==> src/rtl/fpu_fp16_to_int.sv <==
// fpu_fp16_to_int: sequential FP16 to signed 16-bit integer converter.
// Rounds toward zero and saturates out-of-range operands.
// Condition codes are reported as {Z, C, N, V}.
// The integer part is normalised by an iterative left shift of one bit per
// cycle. Valid/ready handshakes on both sides let the block sit between the
// FPU result bus and the integer writeback path.

module fpu_fp16_to_int (
    input  logic        clock,
    input  logic        reset_L,
    input  logic        in_valid,
    output logic        in_ready,
    input  logic [15:0] fpuIn,
    output logic        out_valid,
    input  logic        out_ready,
    output logic [15:0] intOut,
    output logic [3:0]  condCodes
);

    typedef struct packed {
        logic       sign;
        logic [4:0] exp;
        logic [9:0] frac;
    } fp16_t;

    typedef struct packed {
        logic z;
        logic c;
        logic n;
        logic v;
    } condCode_t;

    typedef struct packed {
        logic [15:0] value;
        condCode_t   cc;
    } result_t;

    typedef enum logic [1:0] {
        IDLE,
        SHIFT,
        DONE
    } state_t;

    localparam logic [15:0] INT_MAX = 16'h7FFF;
    localparam logic [15:0] INT_MIN = 16'h8000;

    state_t      state;
    logic        sign;
    logic [25:0] acc;
    logic [3:0]  count;

    fp16_t       operand;
    logic        accept;
    logic [25:0] loadAcc;
    logic [3:0]  loadCount;
    logic [25:0] accShifted;
    logic        isSpecial;
    result_t     special;
    result_t     acceptResult;
    result_t     shiftResult;

    // Truncating conversion of a fixed-point magnitude with 10 fraction bits.
    function automatic result_t normalResult(input logic s, input logic [25:0] a);
        result_t     r;
        logic [15:0] mag;
        mag        = a[25:10];
        r.value    = s ? (~mag + 16'd1) : mag;
        r.cc.z     = (r.value == 16'd0);
        r.cc.c     = |a[9:0];
        r.cc.n     = r.value[15];
        r.cc.v     = 1'b0;
        return r;
    endfunction

    assign operand    = fpuIn;
    assign in_ready   = (state == IDLE) & reset_L;
    assign accept     = in_valid & in_ready;
    assign loadAcc    = {15'b0, 1'b1, operand.frac};
    // Only evaluated for exp in 15..29, so exp-15 fits in four bits and the
    // low exponent bits give the same result modulo 16.
    assign loadCount  = operand.exp[3:0] - 4'd15;
    assign accShifted = acc << 1;

    assign acceptResult = normalResult(operand.sign, loadAcc);
    assign shiftResult  = normalResult(sign, accShifted);

    // Classify the incoming operand and build the result for every case that
    // needs no normalisation shifts (NaN, Inf, saturation, |x| < 1).
    // NOTE: every output of this block gets a default first so no path can
    // leave it unassigned and infer a latch.
    always_comb begin
        special   = '0;
        isSpecial = 1'b1;
        if (operand.exp == 5'd31) begin
            special.cc.v = 1'b1;
            if (operand.frac != 10'd0) begin
                special.cc.z = 1'b1;
            end else begin
                special.value = operand.sign ? INT_MIN : INT_MAX;
                special.cc.n  = operand.sign;
            end
        end else if (operand.exp == 5'd30) begin
            // Only -32768 itself is representable; everything else saturates.
            special.value = operand.sign ? INT_MIN : INT_MAX;
            special.cc.n  = operand.sign;
            special.cc.v  = !(operand.sign && (operand.frac == 10'd0));
        end else if (operand.exp < 5'd15) begin
            special.cc.z = 1'b1;
            special.cc.c = (operand.exp != 5'd0) || (operand.frac != 10'd0);
        end else begin
            isSpecial = 1'b0;
        end
    end

    // Control FSM plus datapath: accept, shift-normalise, hold result until taken.
    // NOTE: sequential state uses non-blocking assignments so every register
    // samples the pre-edge values, independent of statement order.
    always_ff @(posedge clock or negedge reset_L) begin
        if (!reset_L) begin
            state     <= IDLE;
            sign      <= 1'b0;
            acc       <= '0;
            count     <= '0;
            out_valid <= 1'b0;
            intOut    <= '0;
            condCodes <= '0;
        end else begin
            case (state)
                IDLE: begin
                    if (accept) begin
                        sign  <= operand.sign;
                        acc   <= loadAcc;
                        count <= loadCount;
                        if (isSpecial) begin
                            intOut    <= special.value;
                            condCodes <= special.cc;
                            out_valid <= 1'b1;
                            state     <= DONE;
                        end else if (loadCount == 4'd0) begin
                            intOut    <= acceptResult.value;
                            condCodes <= acceptResult.cc;
                            out_valid <= 1'b1;
                            state     <= DONE;
                        end else begin
                            state <= SHIFT;
                        end
                    end
                end
                SHIFT: begin
                    acc   <= accShifted;
                    count <= count - 4'd1;
                    // The shift that brings count to zero also registers the result.
                    if (count == 4'd1) begin
                        intOut    <= shiftResult.value;
                        condCodes <= shiftResult.cc;
                        out_valid <= 1'b1;
                        state     <= DONE;
                    end
                end
                DONE: begin
                    if (out_ready) begin
                        out_valid <= 1'b0;
                        state     <= IDLE;
                    end
                end
                default: begin
                    out_valid <= 1'b0;
                    state     <= IDLE;
                end
            endcase
        end
    end

endmodule
==> config.mk <==
export PLATFORM = sky130hd
export DESIGN_NAME = fpu_fp16_to_int
export DESIGN_NICKNAME = d
export VERILOG_FILES = /design/src/rtl/fpu_fp16_to_int.sv
export SDC_FILE = /design/constraint.sdc
export NUM_CORES = 1
export LEC_CHECK = 0
export CORE_MARGIN = 2
export CORE_UTILIZATION = 35
export CTS_CLUSTER_DIAMETER = 100
export CTS_CLUSTER_SIZE = 10
export DETAILED_ROUTE_END_ITERATION = 6
export GPL_ROUTABILITY_DRIVEN = 0
export RECOVER_POWER = 50
export SLEW_MARGIN = 20
export SYNTH_ARGS = -nofsm -noshare
export SYNTH_HDL_FRONTEND = slang
export SYNTH_SLANG_ARGS = --single-unit
==> constraint.sdc <==
create_clock -name clock -period 4 [get_ports clock]
set_clock_uncertainty 0.05 [all_clocks]
set_input_delay 0.6 -clock clock [delete_from_list [all_inputs] [get_ports clock]]
set_output_delay 0.6 -clock clock [all_outputs]
set_load 0.02 [all_outputs]
# After elaboration in Yosys (flattened, before gate mapping)

Index checks and enable logic that the tools add are counted.

Register bits after elaboration: 53
Latch bits: 0
Bits in writable memories: 0
Bits in read-only memories: 0
Bits of input ports: 20
Memories: 0

Add/sub/neg operators: 3
$mul: 0
Divide/modulo/power cells: 0
$lt $le $gt $ge: 1
Equal/unequal tests: 9
Shift operators: 0
Multiplexer cells: 42
Bitwise gates (word level): 3
Reduce and logical (&&, ||, !) cells: 18

Operators with widths:

| kind                    | number |
|---|---|
| $mux W16                | 9 |
| $pmux W25 S2            | 1 |
| $logic_not A16 Y1       | 2 |
| $pmux W16 S2            | 1 |
| $mux W25                | 1 |
| $mux W4                 | 5 |
| $mux W2                 | 9 |
| $mux W17                | 1 |
| $add A16 B1 Y16 const B | 1 |
| $not A16 Y16            | 1 |
| $pmux W4 S2             | 2 |
| $mux W1                 | 11 |
| $eq A5 B5 Y1 const B    | 2 |
| $logic_not A10 Y1       | 1 |
| $reduce_bool A10 Y1     | 1 |
| $reduce_or A10 Y1       | 1 |
| $reduce_or A9 Y1        | 1 |
| $reduce_and A4 Y1       | 2 |
| $ne A2 B2 Y1 const B    | 3 |
| $pmux W2 S3             | 1 |
| $lt A5 B4 Y1 const B    | 1 |
| $reduce_bool A5 Y1      | 1 |
| $eq A4 B1 Y1 const B    | 1 |
| $logic_not A4 Y1        | 1 |
| 14 further kinds        | 16 |

# Longest topological paths before layout

Gate-level depths: netlist (run 1).

Depth in word-level cells: 8
Mapped depth: 9

# Worst setup path before layout (run 1)

No wires, ideal clock.

Path type: in2reg
Start point: input port fpuIn[10]
End point: register intOut[10]
Library setup time: 121 ps
Arrival time: 2,391 ps
Data required time: 3,829 ps
Slack: 1,438 ps
Cell stages on the path: 9
Cells stage by stage: ha_1 > clkbuf_1 > o211a_1 > nor3_1 > a2111oi_2 > inv_2 > a41o_1 > clkbuf_1 > o22a_1

Longest elaborated chain between the ends: 7

Ends and longest elaborated chain:

| what                 | line | source |
|---|---|---|
| start, declared      | 13   | `input logic [15:0] fpuIn,` |
| $lt A5 B4 Y1         | 107  | `end else if (operand.exp < 5'd15) begin` |
| $mux W1              | 107  |  |
| $mux W1              | 102  | `end else if (operand.exp == 5'd30) begin` |
| $mux W1              | 94   | `if (operand.exp == 5'd31) begin` |
| $mux W16             | 134  | `if (isSpecial) begin` |
| $mux W16             | 130  | `if (accept) begin` |
| $pmux W16 S2         | 128  | `case (state)` |
| end signal, assigned | 135  | `intOut <= special.value;` |
| end signal, assigned | 140  | `intOut <= acceptResult.value;` |
| end signal, assigned | 154  | `intOut <= shiftResult.value;` |
| end, declared        | 16   | `output logic [15:0] intOut,` |

Several ways; a longest one is shown, not always the timed one. The select of a mux whose other input is x is not followed.
A chain may end at the register's enable or synchronous reset.

==> results of run 1 <==
worst min path at each step:
stage                             startpoint                        to  cells past startpoint
finish              condCodes[0]$_DFFE_PN0P_  condCodes[0]$_DFFE_PN0P_                      1
global route           intOut[8]$_DFFE_PN0P_     intOut[8]$_DFFE_PN0P_                      1
CTS                 condCodes[0]$_DFFE_PN0P_  condCodes[0]$_DFFE_PN0P_                      1
detailed placement  condCodes[0]$_DFFE_PN0P_  condCodes[0]$_DFFE_PN0P_                      1
global placement       out_valid$_DFFE_PN0P_     out_valid$_DFFE_PN0P_                      1
floorplan                            reset_L        acc[0]$_DFFE_PN0P_                      0
placed cells by master (no fill, tap or decap), types with 2 or more instances in the layout:
master and count:
dfrtp_1 52, nand2_1 43, nor2_1 41, clkdlybuf4s50_1 31
o21ai_0 21, o22a_1 14, o22ai_1 11, xor2_1 11
a21oi_1 9, dlygate4sd3_1 9, inv_1 7, nand3_1 7
ha_1 7, xnor2_1 6, clkbuf_8 6, nor3_1 5
or3_1 4, nand4_1 4, nor4_1 4, o41ai_1 4
buf_4 4, o211ai_1 3, a31oi_1 3, or2_2 3
o31ai_1 3, and2_1 3, nor2b_1 2, a31o_2 2
and3_1 2, or4b_1 2, o21ai_1 2, o21a_1 2
and4_1 2
cell type report:
cell class	count	area [um2]	area share, %
Inverter	8	30.03	0.8584
Timing Repair Buffer	46	439.2	12.55
Clock buffer	6	82.58	2.361
Tap cell	105	131.4	3.755
Multi-Input combinational cell	239	1475	42.17
Sequential cell	52	1301	37.20
Clock inverter	2	38.79	1.109
routing by layer:
| layer | global-route usage (%) | vias up | wire length (um) |
|---|---|---|---|
| met2 | 24.18 | 48 | 3109 |
| met1 | 22.18 | 1179 | 3272 |
| met5 | 0 | - | 0 |
| met4 | 3.744 | 0 | 78 |
| met3 | 2.372 | 7 | 247 |
| li1 | - | 1202 | - |
logic make-up after synthesis:
| kind of cell | Yosys count | share of synthesized area [%] |
|---|---|---|
| AOI/OAI and AO/OA | 85 | 20.71 |
| xor gates and xnor gates | 17 | 5.103 |
| adders and majority gates | 7 | 3.002 |
| buffers and inverters | 35 | 5.275 |
| DFF | 52 | 44.60 |
| muxes | 1 | 0.3431 |
| and+or+nand+nor | 129 | 20.97 |
report_power, final:
group / internal, mW / switching (mW) / leakage (nW)
Clock: 0.205 / 0.177 / 0.0614
Sequential: 0.740 / 0.212 / 0.634
Combinational: 0.571 / 0.651 / 0.753
Total: 1.52 / 1.04 / 1.45
through the flow:
step           utilization (%)  hold slack [ns]  instances  cell area [um2]
6_report                 43.01           0.4531        458             3498
4_1_cts                  43.05           0.4664        458             3502
2_1_floorplan                -           0.2544        326             2918
3_5_place_dp             41.56           0.4421        450             3381
3_3_place_gp             41.56           0.4290        450             3381
5_1_grt                  43.01           0.4835        458             3498
registers in the layout, indices dropped and copies added (netlist names):
register and flops:
count 4, state 2, intOut 15, condCodes 4
out_valid 1, acc 25, sign 1
==> results.json, run 1 <==
{
  "post_cts_buffers": 0,
  "hold_violations": 0,
  "grt_max_degree": 53,
  "yosys-top-cells-count": "dfrtp_1 (52), nand2_1 (43), nor2_1 (41)",
  "vias_per_cell": 5.319,
  "cp.depth": 2,
  "vdd_ir_drop_max_mv": 0.2022,
  "numCtsBuffers": 5,
  "synth_enable_flop_cells": 0,
  "total_power_mw": 2.556,
  "r2r_cells": 8,
  "dpl_worst_slack_ns": 0.8769,
  "drc": 0,
  "cts.sinks": 52,
  "clkLatencyLatePin_ns": 0.31,
  "fin_crit_sh_pct": 74.32,
  "rsz0062_at_grt": "no",
  "max-slew-margin-rel_pct": -82.86,
  "worst_pin_slew_ns": 2.743,
  "antenna_found_initial": 0,
  "yosys_warnings": 0,
  "yosys.area.top_type_share_pct": 44.60,
  "slowest_delay_ns": 1.97,
  "hold_path_class": "flip-flop to flip-flop",
  "drt_first_iter_violations": 95,
  "grt_remaining_overflow": 0,
  "holdBufCountCts": 0,
  "syn_avg_cell_area_um2": 8.950,
  "num_antenna_cells": 0,
  "status": "finished, violations left",
  "yosysUniqueCellTypes": 53,
  "cts.clk_slew.worst_paths_ns": 0.09,
  "r2r_start": "acc[10]$_DFFE_PN0P_",
  "tns_ns": 0,
  "synth_nets": 353,
  "io_pins": 42,
  "ys_seq_area_share_pct": 44.60,
  "crit_path_max_fanout": 52,
  "synthFlopType": "dfrtp_1",
  "dp_hpwl_mm": 4.825,
  "start_kind": "primary input",
  "cts_repair_resize_count": 0,
  "min_period_ns": 2.973,
  "synthArstFlopShare_pct": 100.0,
  "path_class": "primary input to asynchronous set/reset pin",
  "dieHeight_um": 95.31,
  "synth_area_leaders": "dfrtp_1 (45%), nand2_1 (5.5%), nor2_1 (5.3%), o22a_1 (4.2%), o21ai_0 (3.6%)",
  "core_area_um2": 8134,
  "p_per_area_nw_per_um2": 730.7,
  "fin_nets": 379,
  "vias": 2436,
  "synth_cells": 326,
  "crit_start": "reset_L",
  "cts_max_path_buffers": 2,
  "yosysMostFrequentCell": "dfrtp_1",
  "firstDrtPassIters": 4,
  "root_buffer": "clkbuf_8",
  "maxCapViolCount": 1,
  "rrSetupSlack_ns": 1.55,
  "portBuffers": 41,
  "critical_path_required_ns": 3.78,
  "antenna_left": 0,
  "wl_per_cell_um": 14.64,
  "start_util_pct": 35.87,
  "slew_viol_final": 53,
  "violations": "capacitance limit, slew limit",
  "grt_usage_pct": 15.36,
  "drt-total-wl_mm": 6.707,
  "synth_seq_cells": 52,
  "syn-cell-area_um2": 2918,
  "slowest_stage": "clkbuf_1",
  "crit_end": "condCodes[2]$_DFFE_PN0P_",
  "path_buf_inv": 2,
  "rows": 33,
  "die-area_um2": 9083,
  "grt_pass1_wl_mm": 11.05,
  "yosysTopAreaCell": "dfrtp_1",
  "reg2reg_to": "condCodes[3]$_DFFE_PN0P_",
  "fillCellCount": 804,
  "setup_violations": 0,
  "htreeDepth": 2,
  "drive_gt1_share_pct": 6.516,
  "cts_tree": "yes",
  "setup_ws_ns": 1.027,
  "first_global_vias": 2232,
  "fmax_mhz": 336.4,
  "area.growth.synth_to_final_pct": 19.90,
  "p_leak_nw": 1.448,
  "fp.dieW_um": 95.31,
  "critical_path_arrival_ns": 2.75,
  "path_cells": "buf_2, clkbuf_1",
  "crit_family": "buffers and inverters",
  "end_kind": "asynchronous set/reset pin"
}
Power figures use the tool's default switching activity.
==> run 2: changes to the inputs <==
==> constraint.sdc (replaced) <==
create_clock -name clock -period 3.02 [get_ports clock]
set_clock_uncertainty 0.05 [all_clocks]
set_input_delay 0.453 -clock clock [delete_from_list [all_inputs] [get_ports clock]]
set_output_delay 0.453 -clock clock [all_outputs]
set_load 0.02 [all_outputs]
==> results.json, run 2 (synthesized netlist as in run 1, its figures left out) <==
{
  "status": "completed",
  "start_util_pct": 35.87,
  "slowest_delay_ns": 0.55,
  "cts_tree": "yes",
  "pwr-share-comb_pct": 49.7,
  "end_kind": "flip-flop",
  "die-area_um2": 9083,
  "clkLatencyLatePin_ns": 0.30,
  "dp_hpwl_mm": 4.933,
  "htreeDepth": 2,
  "power_frac_clock_pct": 11.7,
  "core_area_um2": 8134,
  "root_buffer": "clkbuf_8",
  "slowest_stage": "clkdlybuf4s50_1",
  "seqCellArea_um2": 1301,
  "drive_gt1_share_pct": 6.742,
  "p_int_mw": 1.905,
  "grt_max_degree": 53,
  "tns_ns": 0,
  "vias": 2426,
  "fin_crit_sh_pct": 84.91,
  "grt_pass1_wl_mm": 11.26,
  "first_global_vias": 2277,
  "rsz0062_at_grt": "no",
  "firstDrtPassIters": 4,
  "drc": 0,
  "dieHeight_um": 95.31,
  "critical_path_arrival_ns": 2.75,
  "hold_violations": 0,
  "top_regs": "acc x25, intOut x15",
  "slew_viol_final": 0,
  "hold_path_class": "flip-flop to flip-flop",
  "p_leak_nw": 1.434,
  "fillCellCount": 819,
  "cts_max_path_buffers": 2,
  "p_per_area_nw_per_um2": 941.5,
  "cts_repair_resize_count": 0,
  "p_seq_share_pct": 38.6,
  "post_cts_buffers": 0,
  "crit_family": "buffers and inverters",
  "wl_per_cell_um": 14.56,
  "maxCapViolCount": 0,
  "setup_violations": 0,
  "drt-total-wl_mm": 6.712,
  "start_kind": "primary input",
  "antenna_left": 0,
  "area.growth.synth_to_final_pct": 19.30,
  "vias_per_cell": 5.262,
  "fin_nets": 383,
  "min_period_ns": 2.564,
  "path_cells": "clkdlybuf4s50_1, ha_1, o211a_1, nor3_1, a2111oi_4, buf_4, and4_1, nand4_1, o21ai_1",
  "power_switching_mw": 1.373,
  "path_class": "primary input to flip-flop",
  "critical_path_required_ns": 3.21,
  "antenna_found_initial": 0,
  "vdd_ir_drop_max_mv": 0.2783,
  "top_register": "acc",
  "numCtsBuffers": 5,
  "path_buf_inv": 2,
  "drt_first_iter_violations": 108,
  "layout_commonest_cell": "dfrtp_1",
  "cts.sinks": 52,
  "cts.clk_slew.worst_paths_ns": 0.09,
  "fmax_mhz": 390.0,
  "max-slew-margin-rel_pct": 13.34,
  "io_pins": 42,
  "worst_pin_slew_ns": 1.300,
  "grt_usage_pct": 15.87,
  "multi_input_area_um2": 1475,
  "fp.dieW_um": 95.31,
  "rows": 33,
  "fin_hold_ws_ns": 0.4519,
  "swShare_pct": 41.89,
  "largest_reg_flops": 25,
  "crit_path_max_fanout": 21,
  "grt_remaining_overflow": 0,
  "num_antenna_cells": 0,
  "portBuffers": 41,
  "holdBufCountCts": 0,
  "layout_common_cells": "dfrtp_1 (52), nand2_1 (43), nor2_1 (41), clkdlybuf4s50_1 (33), o21ai_0 (21)"
}
## run 2: changes by cell type in the layout (fill, tap and decap cells not counted), sizes merged
| cell | before | now |
|---|---|---|
| bufinv | 1 | 0 |
| clkdlybuf4s50 | 31 | 33 |
| clkinvlp | 0 | 1 |
| buf | 5 | 6 |
| clkbuf | 7 | 9 |
| dlygate4sd3 | 9 | 7 |
## run 2: through the flow
| step | util, % | std cells | instance area [um2] | worst slack (ns) | power [mW] |
|---|---|---|---|---|---|
| floorplan | - | 326 | 2918 | 0.6047 | 2.391 |
| detailed placement | 41.93 | 454 | 3411 | 0.1512 | 2.947 |
| global placement | 41.93 | 454 | 3411 | 0.2142 | 2.916 |
| CTS | 42.93 | 461 | 3492 | 0.4786 | 3.333 |
| finish | 42.79 | 461 | 3481 | 0.4558 | 3.277 |
| global route | 42.79 | 461 | 3481 | 0.2162 | 3.560 |
## run 2: power groups by stage
stage               Clock (mW)  Sequential [mW]  Combinational [mW]
floorplan                    0             1.32                1.07
global placement             0             1.27                1.64
detailed placement           0             1.29                1.66
CTS                      0.398             1.27                1.66
global route             0.426             1.32                1.82
finish                   0.384             1.27                1.63
## run 2: worst paths after layout
check                                      endpoint                      from  slack, ns  depth (start not counted)
setup / recovery           condCodes[3]$_DFFE_PN0P_                 fpuIn[10]       0.46                          9
hold / removal             condCodes[2]$_DFFE_PN0P_  condCodes[2]$_DFFE_PN0P_       0.45                          1
setup reg to reg           condCodes[1]$_DFFE_PN0P_      state[1]$_DFFE_PN0P_       0.53                          5
hold reg to reg            condCodes[2]$_DFFE_PN0P_  condCodes[2]$_DFFE_PN0P_       0.45                          1
max in group asynchronous  condCodes[1]$_DFFE_PN0P_                   reset_L       1.41                          2
min in group asynchronous       acc[14]$_DFFE_PN0P_                   reset_L       0.74                          2
## run 2: per-layer routing
layer	track usage, %	wire length, um	share of wire, %	vias to the layer above
met4	3.623	74	1.1	0
met2	24.82	3094	46	38
met3	2.609	199	3.0	5
met5	0	0	0	-
met1	22.99	3344	50	1172
li1	-	-	-	1211
## run 2: area by class of cell
class	count	share of cell area (%)
multi-input cells	239	42.38
well taps	105	3.774
clock inverters	2	0.3595
repair buffers	50	13.26
inverters	8	0.8627
flip-flops and latches	52	37.38
clock buffers	5	1.977
